`config.mk`:
```
export PLATFORM = sky130hd
export DESIGN_NAME = fp_norm_pack
export DESIGN_NICKNAME = d
export VERILOG_FILES = /design/src/rtl/fp_pkg.sv /design/src/rtl/fp_lzc.sv /design/src/rtl/fp_norm_pack.sv
export SDC_FILE = /design/constraint.sdc
export NUM_CORES = 1
export LEC_CHECK = 0
export CAP_MARGIN = 5
export CORE_MARGIN = 3
export CORE_UTILIZATION = 35
export CTS_CLUSTER_DIAMETER = 40
export DETAILED_ROUTE_END_ITERATION = 12
export PLACE_DENSITY = 0.64
export SLEW_MARGIN = 20
export SYNTH_ARGS = -nofsm -noshare
export SYNTH_HDL_FRONTEND = slang
export SYNTH_HIERARCHICAL = 1
export SYNTH_SLANG_ARGS = --single-unit
```
`constraint.sdc`:
```
create_clock -name clk -period 8.4 [get_ports clk]
set_clock_uncertainty 0.2 [all_clocks]
set_input_delay 1.68 -clock clk [delete_from_list [all_inputs] [get_ports clk]]
set_output_delay 1.68 -clock clk [all_outputs]
set_load 0.01 [all_outputs]
```
`src/rtl/fp_pkg.sv`:
```
// Shared constants, state encoding and flag layout for the single-precision
// post-adder normalize/round/pack stage (fp_norm_pack).
package fp_pkg;

    localparam int EXP_W = 8;
    localparam int MAN_W = 23;
    localparam int BIAS  = 127;
    localparam int RES_W = 1 + EXP_W + MAN_W;
    localparam int LZC_W = $clog2(MAN_W + 2);

    // All-ones exponent (2**EXP_W-1) marks infinity; equals 2*BIAS+1.
    localparam logic [EXP_W-1:0] EXP_MAX = EXP_W'(2 * BIAS + 1);
    localparam logic [EXP_W-1:0] EXP_SAT = EXP_MAX - 1'b1;
    localparam logic [EXP_W-1:0] EXP_ONE = EXP_W'(1);

    typedef enum logic [2:0] {
        ST_IDLE,
        ST_CHECK,
        ST_NORM_L,
        ST_ROUND,
        ST_DONE
    } state_e;

    typedef struct packed {
        logic overflow;
        logic underflow;
        logic zero;
    } flags_t;

    localparam flags_t FL_NONE  = flags_t'(3'b000);
    localparam flags_t FL_ZERO  = flags_t'(3'b001);
    localparam flags_t FL_UNDER = flags_t'(3'b010);
    localparam flags_t FL_OVER  = flags_t'(3'b100);

    function automatic logic [RES_W-1:0] pack_fp(input logic             s,
                                                 input logic [EXP_W-1:0] e,
                                                 input logic [MAN_W-1:0] f);
        return {s, e, f};
    endfunction

    function automatic logic [3:0] leds_of(input state_e s);
        logic [3:0] leds;
        case (s)
            ST_IDLE:             leds = 4'b0001;
            ST_CHECK, ST_NORM_L: leds = 4'b0010;
            ST_ROUND:            leds = 4'b0100;
            ST_DONE:             leds = 4'b1000;
            default:             leds = 4'b0001;
        endcase
        return leds;
    endfunction

endpackage

```
`src/rtl/fp_lzc.sv`:
```
// Leading-zero counter over the hidden bit and fraction (MAN_W+1 bits).
// Only instantiated when FP_NORM_FAST_EN is defined.
module fp_lzc
    import fp_pkg::*;
(
    input  logic [MAN_W:0]   val_i,
    output logic [LZC_W-1:0] lzc_o
);

    always_comb begin
        lzc_o = LZC_W'(MAN_W + 1);
        // Ascending scan: the highest set bit is the last one to write.
        for (int i = 0; i <= MAN_W; i++) begin
            if (val_i[i]) begin
                lzc_o = LZC_W'(MAN_W - i);
            end
        end
    end

endmodule

```
`src/rtl/fp_norm_pack.sv`:
```
// Normalize, round-to-nearest-even and pack the raw add/sub mantissa sum into
// an IEEE-754 single. FP_NORM_FAST_EN selects a one-cycle barrel-shift NORM_L.
//
// state     | meaning
// ----------|-----------------------------------------------------------
// ST_IDLE   | in_ready high, waiting for an upstream result
// ST_CHECK  | special cases, carry right-shift with guard capture
// ST_NORM_L | left-normalize until the hidden bit is set (or underflow)
// ST_ROUND  | nearest-even on the single guard bit, pack the result
// ST_DONE   | out_valid high, result held until out_ready
module fp_norm_pack
    import fp_pkg::*;
(
    input  logic               clk,
    input  logic               reset,
    input  logic               in_valid,
    output logic               in_ready,
    input  logic               in_sign,
    input  logic [EXP_W-1:0]   in_exp,
    input  logic [MAN_W+1:0]   in_mant,
    output logic               out_valid,
    input  logic               out_ready,
    output logic [RES_W-1:0]   out_result,
    output logic [2:0]         out_flags,
    output logic [3:0]         state_leds
);

    state_e             state_q, state_d;
    logic               sign_q, sign_d;
    logic [EXP_W-1:0]   exp_q, exp_d;
    logic [MAN_W+1:0]   mant_q, mant_d;
    logic               guard_q, guard_d;
    logic [RES_W-1:0]   result_q, result_d;
    flags_t             flags_q, flags_d;

    logic               round_up;
    logic [MAN_W+1:0]   rounded;

    // Guard is the only bit below the LSB, so guard=1 is always an exact tie.
    assign round_up = guard_q & mant_q[0];
    assign rounded  = mant_q + {{(MAN_W+1){1'b0}}, round_up};

`ifdef FP_NORM_FAST_EN
    logic [LZC_W-1:0]   lzc;

    fp_lzc u_lzc (
        .val_i (mant_q[MAN_W:0]),
        .lzc_o (lzc)
    );
`endif

    always_ff @(posedge clk or negedge reset) begin
        if (!reset) begin
            state_q  <= ST_IDLE;
            sign_q   <= 1'b0;
            exp_q    <= '0;
            mant_q   <= '0;
            guard_q  <= 1'b0;
            result_q <= '0;
            flags_q  <= FL_NONE;
        end else begin
            state_q  <= state_d;
            sign_q   <= sign_d;
            exp_q    <= exp_d;
            mant_q   <= mant_d;
            guard_q  <= guard_d;
            result_q <= result_d;
            flags_q  <= flags_d;
        end
    end

    always_comb begin
        state_d  = state_q;
        sign_d   = sign_q;
        exp_d    = exp_q;
        mant_d   = mant_q;
        guard_d  = guard_q;
        result_d = result_q;
        flags_d  = flags_q;

        case (state_q)
            ST_IDLE: begin
                if (in_valid) begin
                    sign_d  = in_sign;
                    exp_d   = in_exp;
                    mant_d  = in_mant;
                    guard_d = 1'b0;
                    state_d = ST_CHECK;
                end
            end

            ST_CHECK: begin
                if (mant_q == '0) begin
                    result_d = pack_fp(sign_q, '0, '0);
                    flags_d  = FL_ZERO;
                    state_d  = ST_DONE;
                end else if (exp_q == '0) begin
                    result_d = pack_fp(sign_q, '0, '0);
                    flags_d  = FL_UNDER;
                    state_d  = ST_DONE;
                end else if (exp_q == EXP_MAX) begin
                    result_d = pack_fp(sign_q, EXP_MAX, '0);
                    flags_d  = FL_OVER;
                    state_d  = ST_DONE;
                end else if (mant_q[MAN_W+1]) begin
                    mant_d  = mant_q >> 1;
                    guard_d = mant_q[0];
                    exp_d   = exp_q + 1'b1;
                    if (exp_q == EXP_SAT) begin
                        result_d = pack_fp(sign_q, EXP_MAX, '0);
                        flags_d  = FL_OVER;
                        state_d  = ST_DONE;
                    end else begin
                        state_d = ST_ROUND;
                    end
                end else if (mant_q[MAN_W]) begin
                    state_d = ST_ROUND;
                end else begin
                    state_d = ST_NORM_L;
                end
            end

            ST_NORM_L: begin
`ifdef FP_NORM_FAST_EN
                // Reaching exponent 0 would need a subnormal; flush instead.
                if (EXP_W'(lzc) >= exp_q) begin
                    result_d = pack_fp(sign_q, '0, '0);
                    flags_d  = FL_UNDER;
                    state_d  = ST_DONE;
                end else begin
                    mant_d  = mant_q << lzc;
                    exp_d   = exp_q - EXP_W'(lzc);
                    state_d = ST_ROUND;
                end
`else
                if (exp_q == EXP_ONE) begin
                    result_d = pack_fp(sign_q, '0, '0);
                    flags_d  = FL_UNDER;
                    state_d  = ST_DONE;
                end else begin
                    mant_d = mant_q << 1;
                    exp_d  = exp_q - 1'b1;
                    if (mant_q[MAN_W-1]) begin
                        state_d = ST_ROUND;
                    end
                end
`endif
            end

            ST_ROUND: begin
                flags_d = FL_NONE;
                state_d = ST_DONE;
                if (rounded[MAN_W+1]) begin
                    if (exp_q == EXP_SAT) begin
                        result_d = pack_fp(sign_q, EXP_MAX, '0);
                        flags_d  = FL_OVER;
                    end else begin
                        result_d = pack_fp(sign_q, exp_q + 1'b1, rounded[MAN_W:1]);
                    end
                end else begin
                    result_d = pack_fp(sign_q, exp_q, rounded[MAN_W-1:0]);
                end
            end

            ST_DONE: begin
                if (out_ready) begin
                    state_d = ST_IDLE;
                end
            end

            default: begin
                state_d = ST_IDLE;
            end
        endcase
    end

    assign in_ready   = (state_q == ST_IDLE);
    assign out_valid  = (state_q == ST_DONE);
    assign out_result = result_q;
    assign out_flags  = flags_q;
    assign state_leds = leds_of(state_q);

endmodule

```
==> summary.txt, run 1 <==
Status
  – Outcome: complete, no violations

Critical path
  – Crit-path cells: nor2b_1 -> nand2_1 -> inv_1 -> clkdlybuf4s50_1
  – Crit start category: flop
  – Worst Path Required: 6.52 ns
  – Worst setup EP type: primary output
  – Slowest cell on crit path: inv_1
  – Critical Path AT: 2.82 ns
  – Crit path max fanout: 25
  – Critical path class: flop to primary output
  – CP Buf/Inv Count: 2
  – Crit-path max cell delay: 0.68 ns
  – Crit path max-delay family: buffers and inverters

Cells and area
  – Layout cell share with drive strength beyond 1: 6.20%
  – N_diodes: 0
  – Nets: 636
  – Util after Layout: roughly 45%
  – P&R area growth vs syn: 25.0%

Logic synthesis
  – Seq/Total Area, Yosys: between 30 and 40%
  – Syn_nets: 596
  – Post-synth ARST share: 100%
  – Library cells used by synthesis: between 60 and 70
  – Post-synth EDFFs: 0
  – Cells after Synth: 552
  – Register bit total from synthesis: 73
  – Avg Inst Size Synth: 8.38 um^2
  – Synth Flop Type: dfrtp_1
  – Syn. warnings: 6
  – Post-Syn Area: around 4600 um^2

Global route
  – Global-route wire length before repair: 22.1 mm
  – Largest net degree at the start of global routing: 74
  – Global route overflow: 0
  – Global-route usage over all layers: 18.7%
  – Vias in the first global route: 4097
  – Initial antenna violation count: 0

STA
  – Setup violations, final: 0
  – Max Transition Viols Final: 0
  – Fin. Hold Viols: 0
  – Min cycle time layout: 4.70 ns
  – Sum Neg Setup Slack: 0 ns
  – Slew @ Worst Pin: 0.946 ns
  – FMAX: 0.213 GHz
  – Fin crit share: 56.0%
  – Slew margin rel.: 36.9%
  – Unrepaired setup endpoints after global routing: false

Floorplan
  – Die span in x: 121 um
  – Num rows: between 40 and 50
  – # IOs: 79
  – Die height: around 120 um
  – Die area: 14600 um^2
  – Initial Util: 36.2%
  – CORE AREA: 12800 um^2

Detailed routing
  – Vias: 4392
  – Total Routed Length: 13.4 mm
  – DRT iter0 DRCs: roughly 370
  – DR pass1 iterations: 5
  – # DRC: 0
  – ANT nets after route: 0
  – Met2 WL: ~5.7 mm
  – Wire per inst: 17.4 um
  – Metal-1 WL: approximately 6.6 mm
  – Max layer used: met4
  – Met3 WL: 736 um
  – Vias/cell: 5.71

Place
  – Dpl hpwl: 9.59 mm
  – PortBufs: 78
  – GPL Wtd Cong: 0.889

CTS
  – CTS tree: done
  – Clock Tree Buf Depth: 2
  – Root buf cell: clkbuf_16
  – Clock latency at the later pin of the worst-skew pair: 0.35 ns
  – Clock transition at path regs: ~0.060 ns
  – Post-CTS setup buffers: 0
  – CTS HTree Levels: 3
  – CTS sink count: 73
  – CTS Hold Bufs: 0
  – Total CTS buffers: 9
  – Post-cts repair resize count: 0

Hold path
  – Worst min path class: flop to flop

Pwr
  – Peak supply drop: 0.000165 V
  – Leakage power: between 2 and 2.5 nW
  – Pwr/cell area: 395 nW/um^2

Run
  – Max-cap violations: 0
## metrics by stage
step	setup WS, ns	hold slack (ns)	power, mW	std cells	instance area [um^2]
2_1_floorplan	5.14	0.235	1.44	552	4620
3_3_place_gp	4.14	0.251	1.82	752	5440
3_5_place_dp	4.05	0.256	1.84	752	5440
4_1_cts	3.69	0.269	2.28	768	5770
5_1_grt	3.46	0.301	2.45	769	5780
6_report	3.70	0.261	2.28	769	5780
## sequential cells by signal (all words and copies together) (netlist names)
register and flops:
out_flags 3, sign_q 1, mant_q 25, exp_q 8
out_result 32, guard_q 1, state_q 3
## Yosys cell counts (11+ instances only)
master	number	area (um^2)
clkbuf_1	38	143
dfrtp_1	73	1830
a22o_1	28	245
nand3_1	19	95.1
inv_1	12	45.0
nand2_1	71	267
o21ai_0	50	250
buf_2	11	55.1
nand4_1	11	68.8
a21oi_1	43	215
nor2_1	36	135
xnor2_1	16	140
## tightest hold or removal path: cells and delay by family, from the launching register on
family	cells	cell delay, ns
DFF	1	0.34
and+or+nand+nor	2	0.09
## cells by family (layout without fill, tap and decap cells)
group / Yosys count / in the layout / share of synthesized area [%]
compound gates: 190 / 190 / 27.6
xor+xnor: 26 / 26 / 4.93
fa+ha+maj: 6 / 6 / 1.62
buf+inv: 69 / 114 / 6.47
flops: 73 / 73 / 39.5
mux: 4 / 4 / 0.893
simple gates: 184 / 184 / 19.0
## layout make-up
type / count / area, um^2
fill: 1227 / 7000
clock inverter: 6 / 90.1
timing repair buffer: 85 / 832
multi-input combinational: 410 / 2520
clock buffer: 10 / 239
tap: 172 / 215
sequential: 73 / 1830
inverter: 13 / 51.3
## path summary, 6_finish.rpt
path / startpoint / to / slack [ns] / depth (start not counted)
min reg2reg: out_result[8] / out_result[8] / 0.26 / 2
min in group asynchronous: reset / exp_q[1] / 1.37 / 2
max: state_q[2] / state_leds[2] / 3.70 / 4
max reg2reg: mant_q[0] / out_result[8] / 5.06 / 8
min: out_result[8] / out_result[8] / 0.26 / 2
max in group asynchronous: reset / out_result[11] / 6.02 / 2
## layout by cell type (no fill, tap or decap), types with 2 or more instances in the layout
cell type	synthesis	routed
dfrtp_1	73	73
a211oi_1	4	4
xor2_1	10	10
xnor2_1	16	16
a22oi_1	4	4
nand3_1	19	19
a21oi_1	43	43
a41oi_1	2	2
a22o_1	28	28
and2_1	2	2
nor3_1	10	10
clkdlybuf4s50_1	0	77
inv_1	12	12
nand2_1	71	71
o211ai_1	7	7
o21ai_1	3	3
nor3b_2	0	2
a221o_1	7	7
ha_1	6	6
nand4_1	11	11
nor2_1	36	35
buf_4	0	6
o21ai_0	50	50
o221ai_1	2	2
a32oi_1	9	9
bufinv_16	0	2
o31a_1	2	2
nor4_1	10	10
a31oi_1	9	9
clkbuf_16	0	9
and4_1	2	2
mux2i_1	3	3
o31ai_1	4	3
or3_1	2	2
and3_1	10	10
a222oi_1	2	2
or4_1	2	2
## report_power, final
part           internal, mW  switching [mW]
registers             0.511           0.261
clock network         0.269           0.156
logic                 0.481           0.603
## routing by layer
metal | GRT usage (%) | up-vias
met5 | 0 | -
met4 | 6.87 | 0
met3 | 2.84 | 18
met2 | 27.2 | 153
met1 | 28.1 | 2112
li1 | - | 2109
Note: power is estimated with default switching activity, not from simulation.
==> run 2: changes to the inputs <==
--- a/config.mk
+++ b/config.mk
@@ -10,7 +10,7 @@
 export CORE_UTILIZATION = 35
 export CTS_CLUSTER_DIAMETER = 40
 export DETAILED_ROUTE_END_ITERATION = 12
-export PLACE_DENSITY = 0.64
+export PLACE_DENSITY = 0.66
 export SLEW_MARGIN = 20
 export SYNTH_ARGS = -nofsm -noshare
 export SYNTH_HDL_FRONTEND = slang
==> constraint.sdc (replaced) <==
create_clock -name clk -period 3.9 [get_ports clk]
set_clock_uncertainty 0.2 [all_clocks]
set_input_delay 0.78 -clock clk [delete_from_list [all_inputs] [get_ports clk]]
set_output_delay 0.78 -clock clk [all_outputs]
set_load 0.01 [all_outputs]
==> run 2 against run 1 <==
Effect of this change:
- flip-flop and latch count is the same
- largest cell class unchanged
- combinational power grew 120%
- non-clock buffer count grew 5
- die area is the same
- worst setup slack lost 3.1 ns
- register-to-register slack lost 4.4 ns
- clock-buffer cell count shrank 1
==> summary.txt, run 2 (synthesis results as in run 1) <==
Place
  – Placed insts: 758 (was 752)
  – Dpl hpwl: 9.66 mm (was 9.59 mm)
  – PortBufs: 78 (unchanged)
  – GPL Wtd Cong: 0.898 (was 0.889)

Critical path
  – Worst setup EP type: flop (was primary output)
  – CP Buf/Inv Count: 0 (was 2)
  – Crit-path max cell delay: 0.67 ns (was 0.68 ns)
  – Crit path max fanout: 13 (was 25)
  – Crit path max-delay family: simple AND/OR/NAND/NOR gates (was buffers and inverters)
  – Worst Path Required: 3.98 ns (was 6.52 ns)
  – Critical Path AT: 3.33 ns (was 2.82 ns)
  – Critical path class: flop to flop (was flop to primary output)
  – Critical Path Source: mant_q[0] (was state_q[2])
  – Reg2reg start: mant_q[0] (unchanged)
  – Crit start category: flop (unchanged)
  – Crit-path cells: and2_1 -> ha_1 -> nand2_1 -> or4_4 -> or3_1 -> a211oi_4 -> a221o_1 (was nor2b_1 -> nand2_1 -> inv_1 -> clkdlybuf4s50_1)
  – Slowest cell on crit path: a211oi_4 (was inv_1)

STA
  – Sum Neg Setup Slack: 0 ns (unchanged)
  – Max Transition Viols Final: 0 (unchanged)
  – Fin. Hold Viols: 0 (unchanged)
  – Fin crit share: between 80% and 90%
  – Setup violations, final: 0 (unchanged)
  – Slew margin rel.: 39.2% (was 36.9%)
  – FMAX: about 0.3 GHz
  – Slew @ Worst Pin: 0.913 ns (was 0.946 ns)
  – Unrepaired setup endpoints after global routing: false (unchanged)
  – Min cycle time layout: 3.25 ns

Cells and area
  – Fillers: 1243 (was 1227)
  – Commonest non-fill, non-tap cell in the layout: clkdlybuf4s50_1 (unchanged)
  – Layout cell share with drive strength beyond 1: 6.98% (was 6.20%)
  – Multi-input logic area: 2520 um^2 (unchanged)
  – Nets: 641 (was 636)
  – Storage cell area: 1830 um^2 (unchanged)
  – Commonest non-fill, non-tap cells in the layout: clkdlybuf4s50_1, dfrtp_1, nand2_1, o21ai_0, a21oi_1 (unchanged)
  – Non-filler cells, final: 774 (was 769)
  – P&R area growth vs syn: 25.5% (was 25.0%)
  – N_diodes: 0 (unchanged)
  – Max reg flops: 32 (unchanged)

Floorplan
  – Die height: 121 um (unchanged)
  – Die area: 14600 um^2 (unchanged)
  – Initial Util: 36.2% (unchanged)
  – CORE AREA: 12800 um^2 (unchanged)
  – Die span in x: 121 um (unchanged)
  – Num rows: 41 (unchanged)
  – # IOs: 79 (unchanged)

Detailed routing
  – Total Routed Length: 13.4 mm (about the same)
  – ANT nets after route: 0 (unchanged)
  – DR pass1 iterations: 5 (unchanged)
  – # DRC: 0 (unchanged)
  – Vias: 4407 (was 4392)
  – Wire per inst: 17.3 um (was 17.4 um)
  – Vias/cell: 5.69 (was 5.71)
  – DRT iter0 DRCs: 528 (was 367)

Hold path
  – Worst min path class: flop to flop (unchanged)
  – Hold wc startpoint: out_result[12] (was out_result[8])

Pwr
  – Sequential Power Share: 33.7% (was 33.9%)
  – Pwr/cell area: 840 nW/um^2 (was 395 nW/um^2)
  – NetSw: 2.21 mW (was 1.02 mW)
  – Peak supply drop: 0.000309 V (was 0.000165 V)
  – Clock network fraction of design power: 17.4% (was 18.6%)
  – Comb pwr share: 48.9% (was 47.5%)
  – Total power: 4.87 mW (was 2.28 mW)
  – Leakage power: 2.31 nW (was 2.30 nW)
  – Int Pwr: 2.66 mW (was 1.26 mW)
  – Sw frac: 45.4% (was 44.7%)

Global route
  – Global route overflow: 0 (unchanged)
  – Vias in the first global route: 4137 (was 4097)
  – Largest net degree at the start of global routing: 47 (was 74)
  – Global-route wire length before repair: 22.0 mm (was 22.1 mm)
  – Initial antenna violation count: 0 (unchanged)
  – Global-route usage over all layers: 18.7% (about the same)

CTS
  – CTS Hold Bufs: 0 (unchanged)
  – CTS HTree Levels: 3 (unchanged)
  – Clock latency at the later pin of the worst-skew pair: 0.34 ns (was 0.35 ns)
  – CTS sink count: 73 (unchanged)
  – Total CTS buffers: 9 (unchanged)
  – Root buf cell: clkbuf_16 (unchanged)
  – CTS tree: done (unchanged)
  – Post-cts repair resize count: 0 (unchanged)
  – Post-CTS setup buffers: 0 (unchanged)
  – Clock transition at path regs: 0.06 ns (about the same)
  – Clock Tree Buf Depth: 2 (unchanged)

Run
  – Max-cap violations: 0 (unchanged)

Status
  – Outcome: complete, no violations (unchanged)
-- run 2: cell count changes in the layout (fill, tap and decap cells not counted) --
cell | before | now
clkinv_2 | 1 | 0
clkbuf_8 | 1 | 0
buf_12 | 0 | 1
buf_4 | 6 | 11
buf_6 | 1 | 0
clkinvlp_4 | 1 | 2
bufinv_16 | 2 | 1
clkinv_4 | 1 | 3
-- run 2: worst paths after layout --
check / endpoint / slack (ns) / depth (start not counted)
min in group asynchronous: state_q[2] / 0.32 / 1
max: out_result[19] / 0.65 / 7
min: out_result[12] / 0.28 / 2
max reg2reg: out_result[19] / 0.65 / 7
min reg2reg: out_result[12] / 0.28 / 2
max in group asynchronous: out_result[9] / 2.49 / 2
-- run 2: power by group through the flow --
stage	combinational [mW]	clock, mW	sequential, mW
floorplan	1.72	0	1.37
global placement	2.31	0	1.63
detailed placement	2.36	0	1.65
CTS	2.37	0.860	1.63
global route	2.63	0.895	1.70
finish	2.38	0.848	1.64
-- run 2: final cells by class --
cell class | count | area share, %
Multi-Input combinational cell | 410 | 43.5
Sequential cell | 73 | 31.5
Timing Repair Buffer | 90 | 15.1
Clock buffer | 9 | 3.88
Tap cell | 172 | 3.71
Clock inverter | 7 | 1.38
Inverter | 13 | 0.884
-- run 2: worst reg2reg max path, cell delays in order, from the launching register on --
cell	delay, ns
dfrtp_1	0.44
and2_1	0.17
ha_1	0.19
nand2_1	0.12
or4_4	0.61
or3_1	0.55
a211oi_4	0.67
a221o_1	0.25
-- run 2: layer usage --
metal,vias up,GRT usage [%],share of wire [%]
li1,2127,-,-
met1,2071,27.9,48
met2,199,27.3,44
met3,10,3.40,7.1
met4,0,5.95,1.3
met5,-,0,0
-- run 2: stage by stage --
step	hold WS, ns	util, %	worst slack (ns)	instance area [um^2]
2_1_floorplan	0.235	-	1.02	4620
3_3_place_gp	0.248	43.0	0.767	5500
3_5_place_dp	0.263	43.0	0.689	5500
4_1_cts	0.284	45.4	0.666	5800
5_1_grt	0.307	45.4	0.444	5800
6_report	0.279	45.4	0.645	5800
==> patch 1: new RTL, settings of run 2 <==
The option `FP_NORM_FAST_EN` is turned on by a define.
--- a/src/rtl/fp_norm_pack.sv
+++ b/src/rtl/fp_norm_pack.sv
@@ -8,6 +8,8 @@
 // ST_NORM_L | left-normalize until the hidden bit is set (or underflow)
 // ST_ROUND  | nearest-even on the single guard bit, pack the result
 // ST_DONE   | out_valid high, result held until out_ready
+`define FP_NORM_FAST_EN
+
 module fp_norm_pack
     import fp_pkg::*;
 (
Function: changed (Yosys sat finds a counterexample within 4 cycles, from zero or initial values and one cycle with reset low).
==> patch 1 against run 2 <==
- final area grew 35%
- setup slack lost 0.45 ns
- sequential cell count is the same
- die area grew 35%
- synthesized area grew 36%
- fmax shrank 12%
- wire length grew 47%
- critical path type unchanged
- power grew 61%
==> patch 1: results <==
metrics = {
    "outcome": {
        "outcome": "finished clean",
    },
    "grt": {
        "antenna_found_initial": 0,
        "grt_usage_pct": 19.7,
        "grt_max_degree": 74,
        "grt_pass1_wl_mm": 31.6,
        "use_met2_pct": 29.4,
        "use_met3_pct": 4.54,
        "grt_pass1_vias": 5891,
        "use_met1_pct": 28.6,
    },
    "drt": {
        "m1WireLength_mm": 9.04,
        "wl_met3_mm": 1.49,
        "drtIter0Drc": 668,
        "wl_mm": 19.7,
        "met2_length_mm": 8.68,
        "via_per_inst": 6.05,
    },
    "hold_path": {
        "holdPathStages": 1,
        "min_from": "out_result[13]",
        "min_to": "out_result[13]",
    },
    "timing": {
        "worst_hold_slack_ns": 0.284,
        "finalCritPeriodShare_pct": 94.9,
        "relSlewSlack_pct": 33.9,
    },
    "placed_design": {
        "post-place-ws_ns": 0.148,
        "dp.cells": 990,
        "gp_congestion": 0.925,
        "dpl_cell_area_um2": 7410,
        "dp_hpwl_mm": 14.4,
    },
    "final_layout": {
        "final_cells": 1010,
        "finalNetCount": 828,
        "drive_above_1_share_pct": 16.2,
    },
    "pwr": {
        "leakage_uw": 0.00316,
        "vdd_ir_drop_max_uv": 418,
    },
    "synthesis": {
        "synth_commonest_cells": "nor2_1, dfrtp_1, mux2i_1",
        "synth_area_per_cell_um2": 8.91,
        "synth_cell_types": 80,
        "syn_nets": 756,
        "ys_seq_area_share_pct": 29.0,
        "synthTopCellsByArea": "dfrtp_1, mux2i_1, mux4_2",
    },
    "setup_path": {
        "crit_start": "mant_q[10]",
        "reg2reg_depth": 14,
        "path_max_fanout": 10,
        "critPathCapture": "exp_q[0]",
        "arrival_ns": 3.74,
    },
}
==> patch 1: cell count changes in the layout (fill, tap and decap cells not counted), sizes merged, moves of 12 or more <==
cell           run 2  this run
o21ai             54        21
nor2              36        76
a22o              28        10
buf               13        54
nand2             71        38
a221oi             0        13
a21oi             43        27
mux4               0        14
mux2i              3        44
mux2               1        13
==> patch 1: logic make-up (layout without fill, tap and decap cells) <==
group / Yosys count / after routing / synth area share (%)
and+or+nand+nor: 236 / 236 / 19.8
AOI/OAI and AO/OA: 193 / 193 / 23.1
buffers and inverters: 94 / 171 / 7.40
DFF: 73 / 73 / 29.0
muxes: 71 / 71 / 14.4
xor gates and xnor gates: 31 / 31 / 4.30
adders and majority gates: 10 / 10 / 2.10
==> patch 1: final cells by class <==
cell class / count / area [µm²]
fill: 1687 / 9650
timing repair buffer: 131 / 1200
sequential: 73 / 1830
inverter: 24 / 90.1
clock inverter: 6 / 138
multi-input combinational: 541 / 4060
tap: 225 / 282
clock buffer: 10 / 229
==> patch 1: timing repair <==
action | in CTS | in global routing
resized for setup | 0 | 4
setup buffers | 0 | 4
setup endpoints to repair | 0 | 18
==> patch 1: critical path, stage by stage, from the launching register on <==
cell	delay, ns
dfrtp_1	0.49
or3_1	0.35
o211ai_1	0.24
o211ai_1	0.15
ha_1	0.24
fa_1	0.41
nor2b_1	0.17
o31a_1	0.18
o211ai_1	0.11
buf_4	0.19
a31oi_4	0.27
buf_4	0.20
buf_4	0.16
nand2_1	0.05
a22o_1	0.17
==> patch 1: power by group <==
group          switching, µW  leakage [µW]  internal (µW)
clock network            356      0.000178            695
registers                437      0.000875           1110
logic                   2870       0.00210           2370
total                   3660       0.00316           4180
==> patch 2: new RTL, settings of run 2 <==
Made on the original files. Make the reset (`reset`) synchronous in one clocked block.
--- a/src/rtl/fp_norm_pack.sv
+++ b/src/rtl/fp_norm_pack.sv
@@ -49,7 +49,7 @@
     );
 `endif
 
-    always_ff @(posedge clk or negedge reset) begin
+    always_ff @(posedge clk) begin
         if (!reset) begin
             state_q  <= ST_IDLE;
             sign_q   <= 1'b0;
Function: differs if reset is asserted again (counterexample within 4 cycles, from zero or initial values and one cycle with reset low); with reset held inactive, the same outputs for 4 cycles.
==> patch 2 against run 2 <==
- core utilization shrank 0.88 points
- non-clock buffer count up 2
- synthesized area decreased by 1.5%
- first-iteration DRC count fell by 24%
- largest power group unchanged
- sequential cell count stayed put
- power fell by 11%
- setup slack improved by 0.13 ns
- critical path type is now reg2out
- clock power fell by 7.4%
- die area is 1.4% lower
- register-to-register slack better by 0.18 ns
- final area decreased by 2.7%
- final cell count up 2.8%
- sequential share of layout area down 5.6 points
- wire length grew 2.5%
==> patch 2: results <==
metrics = {
    "outcome": {
        "outcome": "finished clean",
    },
    "placed_design": {
        "dpl_cell_area_um2": 5360,
        "post-place-ws_ns": 0.790,
        "gp_congestion": 0.901,
        "dp_hpwl_mm": 10.1,
        "dp.cells": 780,
    },
    "synthesis": {
        "synthAdderAreaFrac_pct": 1.37,
        "ys_async_sr_fraction_pct": 0,
        "syn_nets": 630,
        "synth_cell_types": 57,
        "synth.area.mux_share_pct": 2.44,
        "synth_area_per_cell_um2": 7.76,
        "synth_commonest_cells": "dfxtp_1, nand2_1, nor2_1",
        "synth-compound-area-share_pct": 26.9,
        "ys_seq_area_share_pct": 32.1,
        "synthTopCellsByArea": "dfxtp_1, nand2_1, a311oi_1",
    },
    "grt": {
        "grt_max_degree": 50,
        "grt_pass1_wl_mm": 22.3,
        "grt_usage_pct": 18.9,
        "grt_pass1_vias": 4296,
    },
    "drt": {
        "via_per_inst": 5.82,
        "drtIter0Drc": 400,
        "wl_mm": 13.7,
        "drt-wirelength-per-cell_um": 17.2,
    },
    "final_layout": {
        "num-fill-cells": 1287,
        "drive_above_1_share_pct": 6.41,
    },
    "clock_network": {
        "cts_setup_buffers": 0,
        "cts_buffers": 9,
        "clk_path_buf_depth": 2,
    },
    "pwr": {
        "vdd_ir_drop_max_uv": 376,
    },
    "setup_path": {
        "arrival_ns": 2.14,
        "path_max_fanout": 9,
        "reg2reg_depth": 9,
    },
    "timing": {
        "tightest_slew_ns": 0.866,
    },
}
==> patch 2: changes by cell type after synthesis, moves of 7 or more <==
cell | before | now
nor2_1 | 36 | 53
clkbuf_1 | 38 | 45
a21oi_1 | 43 | 24
o21ai_0 | 50 | 22
dfrtp_1 | 73 | 0
a22oi_1 | 4 | 26
mux2i_1 | 3 | 10
a22o_1 | 28 | 7
a32oi_1 | 9 | 2
a311oi_1 | 0 | 23
nor3_1 | 10 | 22
dfxtp_1 | 0 | 73
==> patch 2: per-layer routing <==
metal,up-vias,wire (µm),GRT usage (%),part of all wire [%]
li1,2261,-,-,-
met1,2164,6730,27.8,49
met2,192,5800,28.4,42
met3,18,940,3.16,6.9
met4,0,229,5.51,1.7
met5,-,0,0,0
==> patch 2: power by group <==
group | internal (µW) | leakage, µW | switching [µW]
Sequential | 965 | 0.000598 | 441
Clock | 466 | 0.000143 | 319
Combinational | 901 | 0.00120 | 1240
==> patch 2: critical path, stage by stage (launching register included) <==
cell	delay [ns]
dfxtp_1	0.52
inv_1	0.12
nor2_1	0.29
nand2_1	0.21
inv_1	0.13
clkdlybuf4s50_1	0.54
==> patch 2: path summary, 6_finish.rpt <==
check                  from             end  slack (ns)
max              state_q[1]   state_leds[2]        0.78
min reg2reg  out_result[31]  out_result[31]        0.25
min          out_result[31]  out_result[31]        0.25
max reg2reg       mant_q[0]   out_result[6]        0.83
==> patch 2: final cells by class <==
class | count | area [µm²] | area share (%)
Clock buffer | 12 | 256 | 4.55
Clock inverter | 4 | 27.5 | 0.488
Inverter | 10 | 37.5 | 0.665
Multi-Input combinational cell | 433 | 2750 | 48.7
Sequential cell | 73 | 1460 | 25.9
Tap cell | 172 | 215 | 3.81
Timing Repair Buffer | 92 | 898 | 15.9
